**src/rtl/snoop_pkg.sv**
```systemverilog
// Shared types for the snooping MESI cache controller: line state, bus command, FSM state.
package snoop_pkg;

  typedef enum logic [1:0] {
    MESI_I = 2'd0,
    MESI_S = 2'd1,
    MESI_E = 2'd2,
    MESI_M = 2'd3
  } mesi_e;

  typedef enum logic [1:0] {
    CMD_NONE    = 2'd0,
    CMD_BUSRD   = 2'd1,
    CMD_BUSRDX  = 2'd2,
    CMD_BUSUPGR = 2'd3
  } bus_cmd_e;

  typedef enum logic [2:0] {
    ST_IDLE,
    ST_WB,
    ST_ARB,
    ST_CMD,
    ST_RESP
  } fsm_e;

endpackage

```
**src/rtl/snoop_cache_array.sv**
```systemverilog
// Direct-mapped line storage (tag, MESI state, data) with a CPU-side and a snoop-side port.
module snoop_cache_array
  import snoop_pkg::*;
#(
  parameter int unsigned NUM_LINES = 4,
  parameter int unsigned TAG_W     = 3,
  parameter int unsigned DATA_W    = 8
) (
  input  logic                         clk_i,
  input  logic                         rst_ni,
  input  logic [$clog2(NUM_LINES)-1:0] cpu_idx_i,
  output logic [TAG_W-1:0]             cpu_tag_o,
  output logic [1:0]                   cpu_st_o,
  output logic [DATA_W-1:0]            cpu_data_o,
  input  logic                         cpu_we_i,
  input  logic [TAG_W-1:0]             cpu_wtag_i,
  input  logic [1:0]                   cpu_wst_i,
  input  logic [DATA_W-1:0]            cpu_wdata_i,
  input  logic [$clog2(NUM_LINES)-1:0] snp_idx_i,
  output logic [TAG_W-1:0]             snp_tag_o,
  output logic [1:0]                   snp_st_o,
  output logic [DATA_W-1:0]            snp_data_o,
  input  logic                         snp_we_i,
  input  logic [1:0]                   snp_wst_i
);

  logic [TAG_W-1:0]  tag_q  [NUM_LINES];
  logic [1:0]        st_q   [NUM_LINES];
  logic [DATA_W-1:0] data_q [NUM_LINES];

  assign cpu_tag_o  = tag_q[cpu_idx_i];
  assign cpu_st_o   = st_q[cpu_idx_i];
  assign cpu_data_o = data_q[cpu_idx_i];
  assign snp_tag_o  = tag_q[snp_idx_i];
  assign snp_st_o   = st_q[snp_idx_i];
  assign snp_data_o = data_q[snp_idx_i];

  always_ff @(posedge clk_i or negedge rst_ni) begin
    if (!rst_ni) begin
      for (int unsigned i = 0; i < NUM_LINES; i++) begin
        tag_q[i]  <= '0;
        st_q[i]   <= MESI_I;
        data_q[i] <= '0;
      end
    end else begin
      // A local update to the same line overrides the concurrent snoop update.
      if (snp_we_i && !(cpu_we_i && (cpu_idx_i == snp_idx_i)))
        st_q[snp_idx_i] <= snp_wst_i;
      if (cpu_we_i) begin
        tag_q[cpu_idx_i]  <= cpu_wtag_i;
        st_q[cpu_idx_i]   <= cpu_wst_i;
        data_q[cpu_idx_i] <= cpu_wdata_i;
      end
    end
  end

endmodule

```
**src/rtl/snoop_cache_ctrl.sv**
```systemverilog
// Snooping MESI cache controller: CPU request FSM, bus command issue and snoop responses.
module snoop_cache_ctrl
  import snoop_pkg::*;
#(
  parameter int unsigned NUM_LINES = 4,
  parameter int unsigned TAG_W     = 3,
  parameter int unsigned DATA_W    = 8,
  parameter int unsigned CNT_W     = 16
) (
  input  logic              clock,
  input  logic              reset_n,
  input  logic [1:0]        id,
  input  logic              cpu_valid,
  output logic              cpu_ready,
  input  logic              cpu_rw,
  input  logic [TAG_W-1:0]  cpu_addr,
  input  logic [DATA_W-1:0] cpu_wdata,
  output logic              rsp_valid,
  output logic [DATA_W-1:0] rsp_data,
  output logic              bus_req,
  input  logic              bus_gnt,
  output logic [1:0]        bus_cmd,
  output logic [TAG_W-1:0]  bus_addr,
  input  logic              snp_valid,
  input  logic [1:0]        snp_cmd,
  input  logic [TAG_W-1:0]  snp_addr,
  input  logic [1:0]        snp_src,
  output logic              snp_shared,
  output logic              snp_data_valid,
  output logic [DATA_W-1:0] snp_data,
  input  logic              resp_shared,
  input  logic [DATA_W-1:0] resp_data,
  input  logic [DATA_W-1:0] mem_data,
  output logic              wb_valid,
  output logic [TAG_W-1:0]  wb_addr,
  output logic [DATA_W-1:0] wb_data,
  output logic [CNT_W-1:0]  hit_cnt,
  output logic [CNT_W-1:0]  miss_cnt
);

  localparam int unsigned IDX_W = $clog2(NUM_LINES);

  fsm_e              state_q, state_d;
  bus_cmd_e          pend_cmd_q, pend_cmd_d, eff_cmd;
  logic [TAG_W-1:0]  req_addr_q, req_addr_d, look_addr;
  logic [DATA_W-1:0] req_wdata_q, req_wdata_d;
  logic              rsp_hit_q, rsp_hit_d;
  logic [DATA_W-1:0] rsp_data_q, rsp_data_d, fill_data;
  logic [1:0]        fill_st;
  logic [CNT_W-1:0]  hit_cnt_q, hit_cnt_d, miss_cnt_q, miss_cnt_d;

  logic              snp_shared_q, snp_shared_d, snp_dv_q, snp_dv_d, snp_wb_q, snp_wb_d;
  logic [DATA_W-1:0] snp_data_q, snp_data_d, snp_wb_data_q, snp_wb_data_d;
  logic [TAG_W-1:0]  snp_wb_addr_q, snp_wb_addr_d;
  logic              snp_hit;

  logic [IDX_W-1:0]  cpu_idx, snp_idx;
  logic [TAG_W-1:0]  cpu_tag, snp_tag, cpu_wtag;
  logic [1:0]        cpu_st, snp_st, cpu_wst, snp_wst;
  logic [DATA_W-1:0] cpu_rdata, snp_rdata, cpu_wdat;
  logic              cpu_we, snp_we, line_hit;

  snoop_cache_array #(
    .NUM_LINES (NUM_LINES),
    .TAG_W     (TAG_W),
    .DATA_W    (DATA_W)
  ) u_array (
    .clk_i       (clock),
    .rst_ni      (reset_n),
    .cpu_idx_i   (cpu_idx),
    .cpu_tag_o   (cpu_tag),
    .cpu_st_o    (cpu_st),
    .cpu_data_o  (cpu_rdata),
    .cpu_we_i    (cpu_we),
    .cpu_wtag_i  (cpu_wtag),
    .cpu_wst_i   (cpu_wst),
    .cpu_wdata_i (cpu_wdat),
    .snp_idx_i   (snp_idx),
    .snp_tag_o   (snp_tag),
    .snp_st_o    (snp_st),
    .snp_data_o  (snp_rdata),
    .snp_we_i    (snp_we),
    .snp_wst_i   (snp_wst)
  );

  assign look_addr = (state_q == ST_IDLE) ? cpu_addr : req_addr_q;
  assign cpu_idx   = look_addr[IDX_W-1:0];
  assign line_hit  = (cpu_tag == look_addr) && (cpu_st != MESI_I);
  // An upgrade whose copy was invalidated while waiting must fetch the line again.
  assign eff_cmd   = (pend_cmd_q == CMD_BUSUPGR && !line_hit) ? CMD_BUSRDX : pend_cmd_q;

  always_comb begin
    state_d     = state_q;
    pend_cmd_d  = pend_cmd_q;
    req_addr_d  = req_addr_q;
    req_wdata_d = req_wdata_q;
    rsp_hit_d   = 1'b0;
    rsp_data_d  = '0;
    hit_cnt_d   = hit_cnt_q;
    miss_cnt_d  = miss_cnt_q;
    cpu_we      = 1'b0;
    cpu_wtag    = req_addr_q;
    cpu_wst     = MESI_I;
    cpu_wdat    = '0;
    fill_data   = '0;
    fill_st     = MESI_I;
    cpu_ready   = 1'b0;
    bus_req     = 1'b0;
    bus_cmd     = CMD_NONE;
    bus_addr    = '0;
    rsp_valid   = rsp_hit_q;
    rsp_data    = rsp_data_q;
    wb_valid    = snp_wb_q;
    wb_addr     = snp_wb_addr_q;
    wb_data     = snp_wb_data_q;
    case (state_q)
      ST_IDLE: begin
        cpu_ready = 1'b1;
        if (cpu_valid) begin
          req_addr_d  = cpu_addr;
          req_wdata_d = cpu_wdata;
          if (line_hit) begin
            if (hit_cnt_q != '1) hit_cnt_d = hit_cnt_q + 1'b1;
            if (cpu_rw) begin
              rsp_hit_d  = 1'b1;
              rsp_data_d = cpu_rdata;
            end else if (cpu_st == MESI_S) begin
              pend_cmd_d = CMD_BUSUPGR;
              state_d    = ST_ARB;
            end else begin
              cpu_we     = 1'b1;
              cpu_wtag   = cpu_addr;
              cpu_wst    = MESI_M;
              cpu_wdat   = cpu_wdata;
              rsp_hit_d  = 1'b1;
              rsp_data_d = cpu_wdata;
            end
          end else begin
            if (miss_cnt_q != '1) miss_cnt_d = miss_cnt_q + 1'b1;
            pend_cmd_d = cpu_rw ? CMD_BUSRD : CMD_BUSRDX;
            state_d    = (cpu_st == MESI_M) ? ST_WB : ST_ARB;
          end
        end
      end
      ST_WB: begin
        // The shared write-back port goes to a pending snoop first; retry next cycle.
        if (!snp_wb_q) begin
          if (cpu_st == MESI_M) begin
            wb_valid = 1'b1;
            wb_addr  = cpu_tag;
            wb_data  = cpu_rdata;
            cpu_we   = 1'b1;
            cpu_wtag = cpu_tag;
            cpu_wst  = MESI_I;
            cpu_wdat = cpu_rdata;
          end
          state_d = ST_ARB;
        end
      end
      ST_ARB: begin
        bus_req    = 1'b1;
        pend_cmd_d = eff_cmd;
        if (bus_gnt) state_d = ST_CMD;
      end
      ST_CMD: begin
        bus_cmd    = eff_cmd;
        bus_addr   = req_addr_q;
        pend_cmd_d = eff_cmd;
        state_d    = ST_RESP;
      end
      ST_RESP: begin
        if (pend_cmd_q == CMD_BUSRD) begin
          fill_data = resp_shared ? resp_data : mem_data;
          fill_st   = resp_shared ? MESI_S : MESI_E;
        end else begin
          fill_data = req_wdata_q;
          fill_st   = MESI_M;
        end
        cpu_we    = 1'b1;
        cpu_wtag  = req_addr_q;
        cpu_wst   = fill_st;
        cpu_wdat  = fill_data;
        rsp_valid = 1'b1;
        rsp_data  = fill_data;
        state_d   = ST_IDLE;
      end
      default: state_d = ST_IDLE;
    endcase
  end

  assign snp_idx = snp_addr[IDX_W-1:0];
  assign snp_hit = snp_valid && (snp_src != id) && (snp_cmd != CMD_NONE) &&
                   (snp_tag == snp_addr) && (snp_st != MESI_I);

  always_comb begin
    snp_we        = snp_hit;
    snp_wst       = (snp_cmd == CMD_BUSRD) ? MESI_S : MESI_I;
    snp_shared_d  = snp_hit;
    snp_dv_d      = snp_hit && (snp_cmd != CMD_BUSUPGR);
    snp_data_d    = snp_dv_d ? snp_rdata : '0;
    snp_wb_d      = snp_hit && (snp_st == MESI_M);
    snp_wb_addr_d = snp_wb_d ? snp_tag : '0;
    snp_wb_data_d = snp_wb_d ? snp_rdata : '0;
  end

  always_ff @(posedge clock or negedge reset_n) begin
    if (!reset_n) begin
      state_q       <= ST_IDLE;
      pend_cmd_q    <= CMD_NONE;
      req_addr_q    <= '0;
      req_wdata_q   <= '0;
      rsp_hit_q     <= 1'b0;
      rsp_data_q    <= '0;
      hit_cnt_q     <= '0;
      miss_cnt_q    <= '0;
      snp_shared_q  <= 1'b0;
      snp_dv_q      <= 1'b0;
      snp_data_q    <= '0;
      snp_wb_q      <= 1'b0;
      snp_wb_addr_q <= '0;
      snp_wb_data_q <= '0;
    end else begin
      state_q       <= state_d;
      pend_cmd_q    <= pend_cmd_d;
      req_addr_q    <= req_addr_d;
      req_wdata_q   <= req_wdata_d;
      rsp_hit_q     <= rsp_hit_d;
      rsp_data_q    <= rsp_data_d;
      hit_cnt_q     <= hit_cnt_d;
      miss_cnt_q    <= miss_cnt_d;
      snp_shared_q  <= snp_shared_d;
      snp_dv_q      <= snp_dv_d;
      snp_data_q    <= snp_data_d;
      snp_wb_q      <= snp_wb_d;
      snp_wb_addr_q <= snp_wb_addr_d;
      snp_wb_data_q <= snp_wb_data_d;
    end
  end

  assign snp_shared     = snp_shared_q;
  assign snp_data_valid = snp_dv_q;
  assign snp_data       = snp_data_q;
  assign hit_cnt        = hit_cnt_q;
  assign miss_cnt       = miss_cnt_q;

endmodule

```
**config.mk**
```make
export PLATFORM = sky130hd
export DESIGN_NAME = snoop_cache_ctrl
export DESIGN_NICKNAME = d
export VERILOG_FILES = /design/src/rtl/snoop_pkg.sv /design/src/rtl/snoop_cache_array.sv /design/src/rtl/snoop_cache_ctrl.sv
export SDC_FILE = /design/constraint.sdc
export NUM_CORES = 1
export LEC_CHECK = 0
export ABC_CLOCK_PERIOD_IN_PS = 3700
export CAP_MARGIN = 20
export CELL_PAD_IN_SITES_DETAIL_PLACEMENT = 0
export CELL_PAD_IN_SITES_GLOBAL_PLACEMENT = 1
export CORE_MARGIN = 8
export CORE_UTILIZATION = 43
export CTS_CLUSTER_SIZE = 24
export DETAILED_ROUTE_END_ITERATION = 8
export PLACE_DENSITY_LB_ADDON = 0.1
export SYNTH_ARGS = -nofsm -noshare
export SYNTH_HDL_FRONTEND = slang
export SYNTH_SLANG_ARGS = --single-unit
```
**constraint.sdc**
```tcl
create_clock -name clock -period 3.7 [get_ports clock]
set_input_delay 0.925 -clock clock [delete_from_list [all_inputs] [get_ports clock]]
set_output_delay 0.925 -clock clock [all_outputs]
set_load 0.01 [all_outputs]
```
==> results <==
flip-flops by register name (all words and copies together) (netlist names), 3 cells and up:
register	count
miss_cnt	16
u_array.data_q	32
req_addr_q	3
state_q	3
u_array.st_q	8
req_wdata_q	8
snp_wb_data_q	8
hit_cnt	16
rsp_data_q	8
snp_wb_addr_q	3
u_array.tag_q	12
snp_data	8
where the power goes:
part	switching (mW)	internal [mW]
combinational	1.91	2.18
clock	0.695	0.964
sequential	0.380	1.82
total	2.98	4.96
metrics by stage:
| stage | hold slack (ns) | instances | setup TNS [ns] | cell area [um2] | util (%) |
|---|---|---|---|---|---|
| global placement | 0.478 | 996 | -10.32 | 8990 | 54.8 |
| CTS | 0.497 | 1043 | -0.0152 | 9830 | 59.9 |
| detailed placement | 0.485 | 996 | -11.24 | 8990 | 54.8 |
| global route | 0.513 | 1050 | -0.00886 | 9950 | 60.6 |
| floorplan | 0.481 | 628 | 0 | 7150 | - |
| finish | 0.488 | 1050 | 0 | 9950 | 60.6 |
worst reg2reg max path, stage by stage, from the launching register on:
cell,delay [ns]
dfrtp_2,0.43
buf_12,0.14
or4b_4,0.56
buf_4,0.18
a2111oi_0,0.65
a41oi_1,0.17
nand2_1,0.15
nor4_1,0.07
buf_4,0.14
or2_2,0.30
buf_4,0.18
mux2_1,0.30
placed cells by master (no fill, tap or decap), types with 5 or more instances in the layout:
cell type / synthesis / final
dfrtp_1: 131 / 128
clkdlybuf4s50_1: 0 / 98
buf_4: 6 / 86
nand2_1: 44 / 42
mux2_2: 47 / 42
nor2_1: 40 / 34
mux2i_1: 33 / 33
xnor2_1: 28 / 28
and2_1: 28 / 27
nand4_1: 19 / 19
mux2_4: 14 / 19
mux4_2: 18 / 18
a21o_1: 18 / 18
o21ai_0: 17 / 17
nand3_1: 17 / 17
clkbuf_16: 0 / 17
and3_1: 16 / 16
a21oi_1: 14 / 13
buf_12: 0 / 10
a211o_1: 9 / 9
xor2_1: 7 / 7
inv_1: 7 / 7
a211oi_2: 0 / 7
clkinv_4: 0 / 7
o211ai_1: 6 / 6
nor2b_1: 6 / 6
nor3_1: 5 / 5
nor2_2: 1 / 5
per-layer routing:
layer	wire, um	GRT usage (%)	vias to the layer above
met5	0	0	-
met4	393	6.37	0
met3	1240	5.32	33
met2	10800	35.1	186
met1	8730	24.2	2859
li1	-	-	2678
cells by family after synthesis:
logic type	Yosys count	synth area share, %
multiplexers	114	21.1
adder cells (fa/ha/maj)	2	0.350
flip-flops	131	45.8
XOR/XNOR	35	4.28
AO/OA/AOI/OAI	97	10.1
AND/OR/NAND/NOR	201	14.8
buffers and inverters	48	3.43
final cells by class:
class,instances,area [um2],share of cell area (%)
clock buffer,18,439,4.42
tap,220,275,2.77
multi-input combinational,449,3770,37.9
sequential,131,3280,33.0
timing repair buffer,210,2000,20.1
clock inverter,14,148,1.48
inverter,8,32.5,0.327
timing repair:
| action | in CTS | in global routing |
|---|---|---|
| pin swaps | 2 | 5 |
| resized for setup | 56 | 15 |
| setup buffers | 13 | 7 |
| gates cloned | 2 | 0 |
| setup endpoints to repair | 15 | 17 |
path summary, 6_finish.rpt:
path | end | start | slack [ns]
worst max-delay path | rsp_data[5] | resp_shared | 0.07
worst min-delay path | hit_cnt[4]$_DFFE_PN0P_ | hit_cnt[4]$_DFFE_PN0P_ | 0.49
worst max register to register | u_array.tag_q[7]$_DFFE_PN0P_ | state_q[1]$_DFFE_PN0P_ | 0.31
worst min register to register | hit_cnt[4]$_DFFE_PN0P_ | hit_cnt[4]$_DFFE_PN0P_ | 0.49
max in group asynchronous | req_addr_q[0]$_DFFE_PN0P_ | reset_n | 2.36
min in group asynchronous | hit_cnt[5]$_DFFE_PN0P_ | reset_n | 0.52
==> flow_metrics.env <==
export IMPL_status="complete, no violations"
export IMPL_syn_to_final_growth_pct=39.0
export IMPL_fmax_mhz=276
export IMPL_grt_pass1_wl_um=33900
export IMPL_min_path_cells=1
export IMPL_start_util_pct=43.6
export IMPL_synth_edff_count=0
export IMPL_crit_top_cell="clkdlybuf4s50_1"
export IMPL_drc=0
export IMPL_fin_crit_ns=3.63
export IMPL_netlist_instances=628
export IMPL_power_density_mw_per_mm2=799
export IMPL_synth_main_ff_cell="dfrtp_1"
export IMPL_globalplace_congestion=0.950
export IMPL_clkTransAtPathRegs_ns=0.06
export IMPL_fin_ws_ns=0.0737
export IMPL_die_y_um=145
export IMPL_leakage_nw=4.63
export IMPL_slowest_delay_ns=0.55
export IMPL_worstMarginPinSlew_ns=0.731
export IMPL_antenna_found_initial=0
export IMPL_routed_wl_um=21100
export IMPL_port_buffers=112
export IMPL_rows=47
export IMPL_die_area_mm2=0.0210
export IMPL_drv_slew=0
export IMPL_hold_class="flip-flop to flip-flop"
export IMPL_globalRoute_totalOverflow=0
export IMPL_crit_slowest_cell="clkdlybuf4s50_1"
export IMPL_clkSinkCount=131
export IMPL_start_kind="input pin"
export IMPL_ant_nets=0
export IMPL_critical_path_top_delay_family="buffers and inverters"
export IMPL_async_flop_share_pct=100
export IMPL_grt_max_degree=59
export IMPL_setup_viol=0
export IMPL_vias=5756
export IMPL_synth_common_cells="dfrtp_1 (131), mux2_2 (47), nand2_1 (44)"
export IMPL_ff2ff_path_depth=11
export IMPL_drive_above_1_share_pct=30.4
export IMPL_cp_data_required_time_ns=2.77
export IMPL_synth_area_per_cell_um2=11.4
export IMPL_ys_seq_elements=131
export IMPL_synth_area_top_cells="dfrtp_1 (46%), mux2_2 (7.4%), mux4_2 (5.7%)"
export IMPL_crit_buf_inv=3
export IMPL_clock_latency_ns=0.42
export IMPL_syn_area_mm2=0.00715
export IMPL_max_cap_viol_count=0
export IMPL_grt_usage_pct=20.3
export IMPL_coreArea_mm2=0.0164
export IMPL_cts_tree="yes"
export IMPL_synth_top_area_cell="dfrtp_1"
export IMPL_crit_cells=6
export IMPL_ctsHoldBuffers=0
export IMPL_crit_chain="clkdlybuf4s50_1 -> buf_4 -> mux2i_1 -> a211oi_1 -> a21o_1 -> clkdlybuf4s50_1"
export IMPL_n_fill_cell=1300
export IMPL_critPathKind="input pin to primary output"
export IMPL_dpl_worst_slack_ns=-0.691
export IMPL_io_pins=113
export IMPL_fin_crit_sh_pct=98.0
export IMPL_cts_root_buf="clkbuf_16"
export IMPL_syn_nets=673
export IMPL_hold_viol=0
export IMPL_cp_arrival_ns=2.70
export IMPL_hpwl_um=15400
export IMPL_power_mw=7.95
export IMPL_slew_headroom_pct=50.0
export IMPL_grt_pass1_vias=5997
export IMPL_cp_end_kind="primary output"
export IMPL_die_w_um=145
export IMPL_h_tree_depth=4
export IMPL_crit_fanout=4
export IMPL_yosys_cell_types_count=68
export IMPL_cts_buffers=17
export IMPL_final_nets=862
export IMPL_insertedDiodeCount=0
export IMPL_first_iter_violations=486
export IMPL_drtPass1Iterations=4
export IMPL_yosysWarnings=0
export IMPL_synth_top_cell_area_share_pct=45.8
export IMPL_yosysMostFrequentCell="dfrtp_1"
export IMPL_viasPerCell=5.48
export IMPL_ir_drop_v=0.000423
export IMPL_cts_path_max_buffers=2
export IMPL_finClkSkew_ns=0.00856
export IMPL_avgRoutedWirePerCell_um=20.1
export IMPL_yosysSeqAreaShare_pct=45.8
(Power assumes the default switching activity.)
